--- src/rtl/prng_arbiter.sv ---
// Round-robin arbiter sharing one PRNG byte source among N requesters.
// Optional FILL watchdog (err port, generator re-reset) enabled by PRNG_ARB_TIMEOUT_EN.
module prng_arbiter #(
  parameter int N       = 4,
  parameter int TIMEOUT = 64
) (
  input  logic         clk,
  input  logic         res,
  input  logic [N-1:0] req,
  output logic [N-1:0] gnt,
  output logic [N-1:0] valid,
  output logic [7:0]   dout,
  output logic         prng_ena,
  output logic         prng_res,
`ifdef PRNG_ARB_TIMEOUT_EN
  output logic         err,
`endif
  input  logic [7:0]   prng_dout,
  input  logic         prng_done
);

  localparam int PW = (N > 1) ? $clog2(N) : 1;

  if (N < 2 || N > 8 || TIMEOUT < 48 || TIMEOUT > 255) begin : g_bad_cfg
    $error("prng_arbiter: N must be 2..8 and TIMEOUT 48..255");
  end

  typedef enum logic [1:0] {
    IDLE    = 2'd0,
    FILL    = 2'd1,
    DELIVER = 2'd2
  } state_t;

  state_t         r_state, w_state_nxt;
  logic [N-1:0]   r_gnt, w_gnt_nxt;
  logic [PW-1:0]  r_widx, w_widx_nxt;
  logic [PW-1:0]  r_ptr, w_ptr_nxt;
  logic [7:0]     r_dout, w_dout_nxt;
  logic           r_ena, w_ena_nxt;
  logic           r_prng_res, w_prng_res_nxt;
  logic           r_done_q;
  logic           w_byte_evt;
  logic           w_found;
  logic [PW-1:0]  w_win;

`ifdef PRNG_ARB_TIMEOUT_EN
  localparam logic [7:0] TO_LAST = 8'(TIMEOUT - 1);
  logic [7:0]     r_cnt, w_cnt_nxt;
  logic           r_err, w_err_nxt;
`endif

  // Only a rising edge of done counts, so a level left high from an earlier
  // enable window can never be mistaken for a fresh byte.
  assign w_byte_evt = prng_done & ~r_done_q;

  always_comb begin
    int idx;
    w_found = 1'b0;
    w_win   = '0;
    idx     = 0;
    for (int i = 1; i <= N; i++) begin
      idx = (int'(r_ptr) + i) % N;
      if (!w_found && req[PW'(idx)]) begin
        w_found = 1'b1;
        w_win   = PW'(idx);
      end
    end
  end

  always_comb begin
    w_state_nxt    = r_state;
    w_gnt_nxt      = r_gnt;
    w_widx_nxt     = r_widx;
    w_ptr_nxt      = r_ptr;
    w_dout_nxt     = r_dout;
    w_ena_nxt      = r_ena;
    w_prng_res_nxt = 1'b0;
`ifdef PRNG_ARB_TIMEOUT_EN
    w_cnt_nxt      = r_cnt;
    w_err_nxt      = 1'b0;
`endif
    case (r_state)
      IDLE: begin
        w_ena_nxt = 1'b0;
        // Hold off while the generator is still being reset.
        if (w_found && !r_prng_res) begin
          w_state_nxt = FILL;
          w_gnt_nxt   = {{(N-1){1'b0}}, 1'b1} << w_win;
          w_widx_nxt  = w_win;
          w_ena_nxt   = 1'b1;
`ifdef PRNG_ARB_TIMEOUT_EN
          w_cnt_nxt   = 8'd0;
`endif
        end
      end
      FILL: begin
`ifdef PRNG_ARB_TIMEOUT_EN
        w_cnt_nxt = r_cnt + 8'd1;
`endif
        if (w_byte_evt) begin
          w_dout_nxt  = prng_dout;
          w_ena_nxt   = 1'b0;
          w_state_nxt = DELIVER;
        end
`ifdef PRNG_ARB_TIMEOUT_EN
        else if (r_cnt == TO_LAST) begin
          w_err_nxt      = 1'b1;
          w_prng_res_nxt = 1'b1;
          w_gnt_nxt      = '0;
          w_ptr_nxt      = r_widx;
          w_ena_nxt      = 1'b0;
          w_state_nxt    = IDLE;
        end
`endif
      end
      DELIVER: begin
        w_gnt_nxt   = '0;
        w_ptr_nxt   = r_widx;
        w_ena_nxt   = 1'b0;
        w_state_nxt = IDLE;
      end
      default: begin
        w_gnt_nxt   = '0;
        w_ena_nxt   = 1'b0;
        w_state_nxt = IDLE;
      end
    endcase
  end

  always_ff @(posedge clk) begin
    if (!res) begin
      r_state    <= IDLE;
      r_gnt      <= '0;
      r_widx     <= '0;
      r_ptr      <= PW'(N - 1);
      r_dout     <= 8'h00;
      r_ena      <= 1'b0;
      r_prng_res <= 1'b1;
      r_done_q   <= 1'b0;
    end else begin
      r_state    <= w_state_nxt;
      r_gnt      <= w_gnt_nxt;
      r_widx     <= w_widx_nxt;
      r_ptr      <= w_ptr_nxt;
      r_dout     <= w_dout_nxt;
      r_ena      <= w_ena_nxt;
      r_prng_res <= w_prng_res_nxt;
      r_done_q   <= prng_done;
    end
  end

`ifdef PRNG_ARB_TIMEOUT_EN
  always_ff @(posedge clk) begin
    if (!res) begin
      r_cnt <= 8'd0;
      r_err <= 1'b0;
    end else begin
      r_cnt <= w_cnt_nxt;
      r_err <= w_err_nxt;
    end
  end

  assign err = r_err;
`endif

  // A withdrawn request simply masks the strobe; the byte is dropped.
  assign valid    = (r_state == DELIVER) ? (r_gnt & req) : '0;
  assign gnt      = r_gnt;
  assign dout     = r_dout;
  assign prng_ena = r_ena;
  assign prng_res = r_prng_res;

endmodule

--- config.mk ---
export PLATFORM = sky130hd
export DESIGN_NAME = prng_arbiter
export DESIGN_NICKNAME = d
export VERILOG_FILES = /design/src/rtl/prng_arbiter.sv
export SDC_FILE = /design/constraint.sdc
export NUM_CORES = 1
export LEC_CHECK = 0
export CAP_MARGIN = 20
export CORE_UTILIZATION = 30
export CTS_CLUSTER_SIZE = 12
export DETAILED_ROUTE_END_ITERATION = 16
export GPL_TIMING_DRIVEN = 0
export HOLD_SLACK_MARGIN = 0.1
export PLACE_DENSITY_LB_ADDON = 0.3
export REMOVE_ABC_BUFFERS = 1
export SYNTH_ARGS = -nofsm -noshare
export SYNTH_HDL_FRONTEND = slang
export SYNTH_SLANG_ARGS = --single-unit
--- constraint.sdc ---
create_clock -name clk -period 2.6 [get_ports clk]
set_input_delay 0.39 -clock clk [delete_from_list [all_inputs] [get_ports clk]]
set_output_delay 0.39 -clock clk [all_outputs]
set_load 0.02 [all_outputs]
==> out/metrics.cfg <==
[cts]
cts_root_buf = clkbuf_4
ctsHoldBuffers = 0
cts_buffer_depth = 2
clock_sinks = 21
post_cts_resize_count = 0
cts_setup_buffers = 0
htree_levels = 1
clk_pin_slew_ns = 0.11
clk_latency_ns = 0.29
cts_tree = yes
cts_buffers = 3

[yosys]
synth_top_area_cell = dfxtp_1
ys_warn_count = 0
ys_seq_elements = 21
ys_seq_area_frac = 0.496
syn_avg_cell_area_um2 = 9.98
synth_top_area_share = 0.496
syn_area_um2 = 848
synth.distinct_cells = 27
synth.area.top_cells = dfxtp_1, mux2i_1, nor2_1
synthCells = 85

[final_layout]
layout.nets = 134
layout_common_cells = clkdlybuf4s50_1, dfxtp_1, nor2_1
final_util = 0.476
area_growth_pct = 44.0
final_common_cell = clkdlybuf4s50_1
fin_cells = 148
layout-drive-gt1-share = 0.0508
diodes = 0

[drt]
post_drt_via_cell_ratio = 5.11
wirelength_um = 1790
first_iter_violations = 13
num_vias = 756
firstDrtPassIters = 4
drcViolationCount = 0
drt-wirelength-per-cell_um = 12.1
postRouteAntennaNets = 0

[floorplanning]
ios = 33
die_h_um = 55.2
num_rows = 18
core_area_mm2 = 0.00257
die_w_um = 55.2
start_util = 0.330
die_area_mm2 = 0.00304

[sta]
final_max_slew_viol_count = 0
hold_viol_final = 0
slew_headroom = 0.449
skew_ns = 0.00252
fin_crit_sh = 0.920
layout_min_cycle_time_ns = 2.39
clock.fmax_mhz = 418
rsz0062_at_grt = false
holdWs_ns = 0.479
tightest_slew_ns = 0.823
setup_viol = 0

[worst_setup_path]
crit_start = r_state[1]$_SDFFE_PN0P_
crit_path_start_kind = register
worst_r2r_startpoint = r_done_q$_SDFF_PN0_
r2r_cells = 4
regToRegEndpoint = dout[2]$_SDFFE_PN0P_
cp_max_fo = 8
crit_arrival_ns = 2.00
critPathRequiredTime_ns = 2.21
path_class = register to output pin
crit_path_end_kind = output pin
ff2ff_setup_slack_ns = 0.96

[power_and_ir_drop]
p_seq_frac = 0.578
p_leak_nw = 0.445
power_density_mw_per_mm2 = 490
swShare = 0.247
power_mw = 0.599
p_switching_mw = 0.148
internal_power_mw = 0.451
combinationalPowerShare = 0.171
clock_power_share = 0.250
ir_worst_vdd_mv = 0.271

[global_route]
grt_overflow_total = 0
grt_pass1_wl_um = 2970
grt_util_met3 = 0.0355
antenna_found_initial = 0
grt_use_met1 = 0.166
grt_pass1_vias = 706
grt_use_met2 = 0.231
top_usage_layer = met2
grt_max_degree = 13
globalRouteTotalUtil = 0.137

[min_path]
hold-path-endpoint = prng_ena$_SDFFE_PN0P_
min_path_type = register to register
hold_path_startpoint = prng_ena$_SDFFE_PN0P_
min_path_cells = 2

[run]
drv_cap = 0

[placement]
io_buffers = 32
gp_congestion = 0.755
post-dp-hpwl_um = 1350
dp.cells = 144

[run_status]
outcome = completed

critical path: stages (launching register included):
cell and delay [ns]:
dfxtp_1 0.46, nor2b_1 0.43, and3_1 0.22, clkdlybuf4s50_1 0.60
area by class of cell:
type,instances,area [um2]
Clock buffer,4,26.3
Inverter,1,3.75
Fill cell,259,1350
Tap cell,30,37.5
Sequential cell,21,420
Timing Repair Buffer,32,320
Multi-Input combinational cell,60,413
registers in the layout, indices dropped and copies added, names as in the netlist:
signal	flops
r_widx	2
prng_ena	1
r_done_q	1
r_state	2
r_ptr	2
gnt	4
dout	8
prng_res	1
worst max path at each step:
stage	to	slack [ns]	cells after the start
6_report	valid[0]	0.21	3
5_1_grt	valid[0]	0.06	3
4_1_cts	valid[0]	0.14	3
3_5_place_dp	dout[2]$_SDFFE_PN0P_	0.42	5
3_3_place_gp	dout[7]$_SDFFE_PN0P_	-0.08	5
2_1_floorplan	dout[0]$_SDFFE_PN0P_	0.74	4
layer usage:
metal  vias up  wire length (um)
met1       357               798
met3         0               134
met5         -                 0
met4         0                 0
met2        25               851
li1        374                 -
stage by stage:
stage,setup TNS (ns),setup slack [ns],cell area (um2)
2_1_floorplan,0,0.736,832
3_3_place_gp,-0.550,-0.0752,1190
3_5_place_dp,0,0.420,1190
4_1_cts,0,0.145,1220
5_1_grt,0,0.0607,1220
6_report,0,0.207,1220
synth_stat cells:
cell / count
a211o_1: 1
a21o_1: 1
a21oi_1: 3
a32o_1: 4
and2_1: 2
and3_1: 4
buf_2: 1
buf_4: 1
clkbuf_1: 1
dfxtp_1: 21
inv_1: 1
mux2i_1: 10
nand2_1: 3
nand2b_1: 4
nand3_1: 1
nor2_1: 11
nor2b_1: 3
nor3_2: 1
nor3b_1: 2
o21ai_0: 2
o21ai_1: 1
o21bai_1: 1
o221ai_1: 1
o311a_1: 2
o311ai_0: 1
or2_2: 1
or3_1: 1
cell families (layout without fill, tap and decap cells):
kind of cell / Yosys count / count (layout) / synth area share
compound gates: 17 / 17 / 0.155
buf+inv: 4 / 37 / 0.0236
flops: 21 / 21 / 0.496
mux: 10 / 10 / 0.118
simple gates: 33 / 33 / 0.208
power groups by stage:
stage | Combinational (mW) | Clock [mW] | Sequential (mW)
2_1_floorplan | 0.0407 | 0 | 0.363
3_3_place_gp | 0.101 | 0 | 0.353
3_5_place_dp | 0.103 | 0 | 0.354
4_1_cts | 0.104 | 0.164 | 0.347
5_1_grt | 0.112 | 0.176 | 0.349
6_report | 0.103 | 0.150 | 0.346
Note: power is estimated with default switching activity, not from simulation.
==> edit, RTL diff (config.mk and constraints unchanged) <==
Set the parameter `N` to 8 (it was 4).
--- a/src/rtl/prng_arbiter.sv
+++ b/src/rtl/prng_arbiter.sv
@@ -3,3 +3,3 @@
 module prng_arbiter #(
-  parameter int N       = 4,
+  parameter int N       = 8,
   parameter int TIMEOUT = 64
Ports: changed (resized gnt, req and valid); port bits go from 33 to 45. No check against the original RTL was run, so the function may have changed too.
==> edit against the original RTL <==
Sequential cell count is 6 higher. Critical path type is now flip-flop to flip-flop. Total power is 84% higher. The flow now finishes with violations (setup timing). Final cell count is 130% higher. Final area is 140% higher. Clock skew is 7.8 ps higher. Critical endpoint is now gnt[1]. Wire length grew to 3.2 times the old value. Setup slack worse by 660 ps. Count of clock-buffer cells in the layout is 1 lower. Synthesized area is 130% higher. Core utilization is 0.15 points lower.
==> edit: results <==
group,metric,value,unit
global_routing,grt_pass1_wl,8997,um
floorplan,dieWidth,82.43,um
placement,dp_hpwl,3719,um
timing,finalWorstSetupSlack,-448.7,ps
power_and_ir_drop,peakVddDrop,319.3,uV
yosys,ys_types,52,
yosys,synth_area_per_cell,9.154,um2
layout,drive_gt1_share,30.74,%
global_routing,antenna_found_initial,0,
outcome,outcome,"finished with violations",
yosys,synthXorXnorAreaFrac,1.805,%
drt,vias_per_cell,5.600,
layout,fin_nets,292,
timing,setup-violations-final,13,
outcome,violations,"setup timing",
clocking,cts_buffers,3,
global_routing,grt_usage,17.26,%
global_routing,grt_max_degree,19,
yosys,async_flop_share,0,%
yosys,synth_area_leaders,"dfxtp_1 28%, mux2i_1 9.3%, mux4_2 9.3%, mux2_2 4.1%, nor2_1 3.7%",
worst_setup_path,critPathMaxFanout,6,
power_and_ir_drop,power_leakage,1.043,nW
layout,diodes,0,
clocking,clkTransAtPathRegs,100,ps
drt,routed.top_layer,"met4",
drt,via_count,1932,
drt,met3WireLength,257,um
placement,place_congestion,0.8425,
drt,met1_length,2635,um
yosys,synth_compound_area_share,19.28,%
worst_setup_path,critPathArrivalTime,3280,ps
yosys,synthAdderAreaFrac,1.289,%
yosys,yosys-top-cells-count,"27 x dfxtp_1, 19 x nor2_1, 18 x mux2i_1, 16 x nand2_1",
drt,drt_first_iter_violations,110,
placement,dp_cells,321,
timing,tightest_slew,858.0,ps
clocking,cts-root-buf,"clkbuf_8",
yosys,yosys_warnings,0,
drt,met2WireLength,2728,um
placement,place_area,2431,um2
placement,portBuffers,44,
clocking,htree_levels,1,
yosys,synthMuxAreaShare,26.11,%
yosys,synthFlopType,"dfxtp_1",
global_routing,grt_pass1_vias,1831,
drt,wl,5649,um
min_path,hold_class,"flip-flop to flip-flop",
worst_setup_path,cpPeakStageDelay,500,ps
clocking,insertion_delay,280,ps
timing,final.setup_skew,10.30,ps
yosys,yosysSeqAreaShare,27.85,%
clocking,clockBufferDepth,2,
drt,firstDrtPassIters,4,
worst_setup_path,cpMaxStageDelayCell,"mux4_2",
edit: changes by cell type after synthesis, moves of 6 or more:
cell and change:
mux2i_1 +8, mux2_2 +7, nand2_1 +13, inv_1 +8
dfxtp_1 +6, mux4_2 +8, nor2_1 +8, nor3_1 +6
edit: report_power, final:
part	internal [mW]	switching, mW
sequential	0.430	0.0172
clock	0.109	0.133
combinational	0.204	0.209
edit: cells by family (layout without fill, tap and decap cells):
logic type / after synthesis / after routing
and+or+nand+nor: 72 / 72
adders and majority gates: 2 / 2
AOI/OAI and AO/OA: 48 / 48
muxes: 38 / 38
xor gates and xnor gates: 4 / 4
DFF: 27 / 27
buffers and inverters: 21 / 79
edit: worst paths after layout:
check	start	to	depth (start not counted)	slack, ps
hold / removal	r_widx[1]	r_widx[1]	2	460
setup / recovery	r_ptr[1]	gnt[1]	10	-450
setup reg to reg	r_ptr[1]	gnt[1]	10	-450
hold reg to reg	r_widx[1]	r_widx[1]	2	460
edit: critical path, delay by kind of cell, from the launching register on:
| family | cells | cell delay [ps] |
|---|---|---|
| multiplexers | 2 | 820 |
| AO/OA/AOI/OAI | 4 | 750 |
| AND/OR/NAND/NOR | 1 | 440 |
| flip-flops | 1 | 370 |
| adder cells (fa/ha/maj) | 1 | 340 |
| buffers and inverters | 2 | 270 |
edit: routing by layer:
metal,vias up,GRT usage [%]
li1,919,-
met1,948,24.50
met2,63,27.44
met3,2,2.308
met4,0,4.211
met5,-,0
edit: through the flow:
step,utilization [%],worst slack [ps],TNS [ps]
after floorplan,-,-1032,-11610
after global placement,39.80,-1543,-18810
after detailed placement,39.88,-1545,-18340
after CTS,45.57,-410.2,-3703
after global routing,47.41,-514.2,-6011
final,47.41,-448.7,-4802
edit: final cells by class:
class	instances	area [um2]
flip-flops and latches	27	549.3
fillers	586	3206
clock buffers	3	41.29
repair buffers	64	609.3
inverters	11	46.29
multi-input cells	164	1543
well taps	75	93.84
clock inverters	1	7.507
edit: timing repair:
action / in CTS / in global routing
setup buffers: 15 / 5
pin swaps: 13 / 12
setup endpoints to repair: 21 / 20
resized for setup: 40 / 14
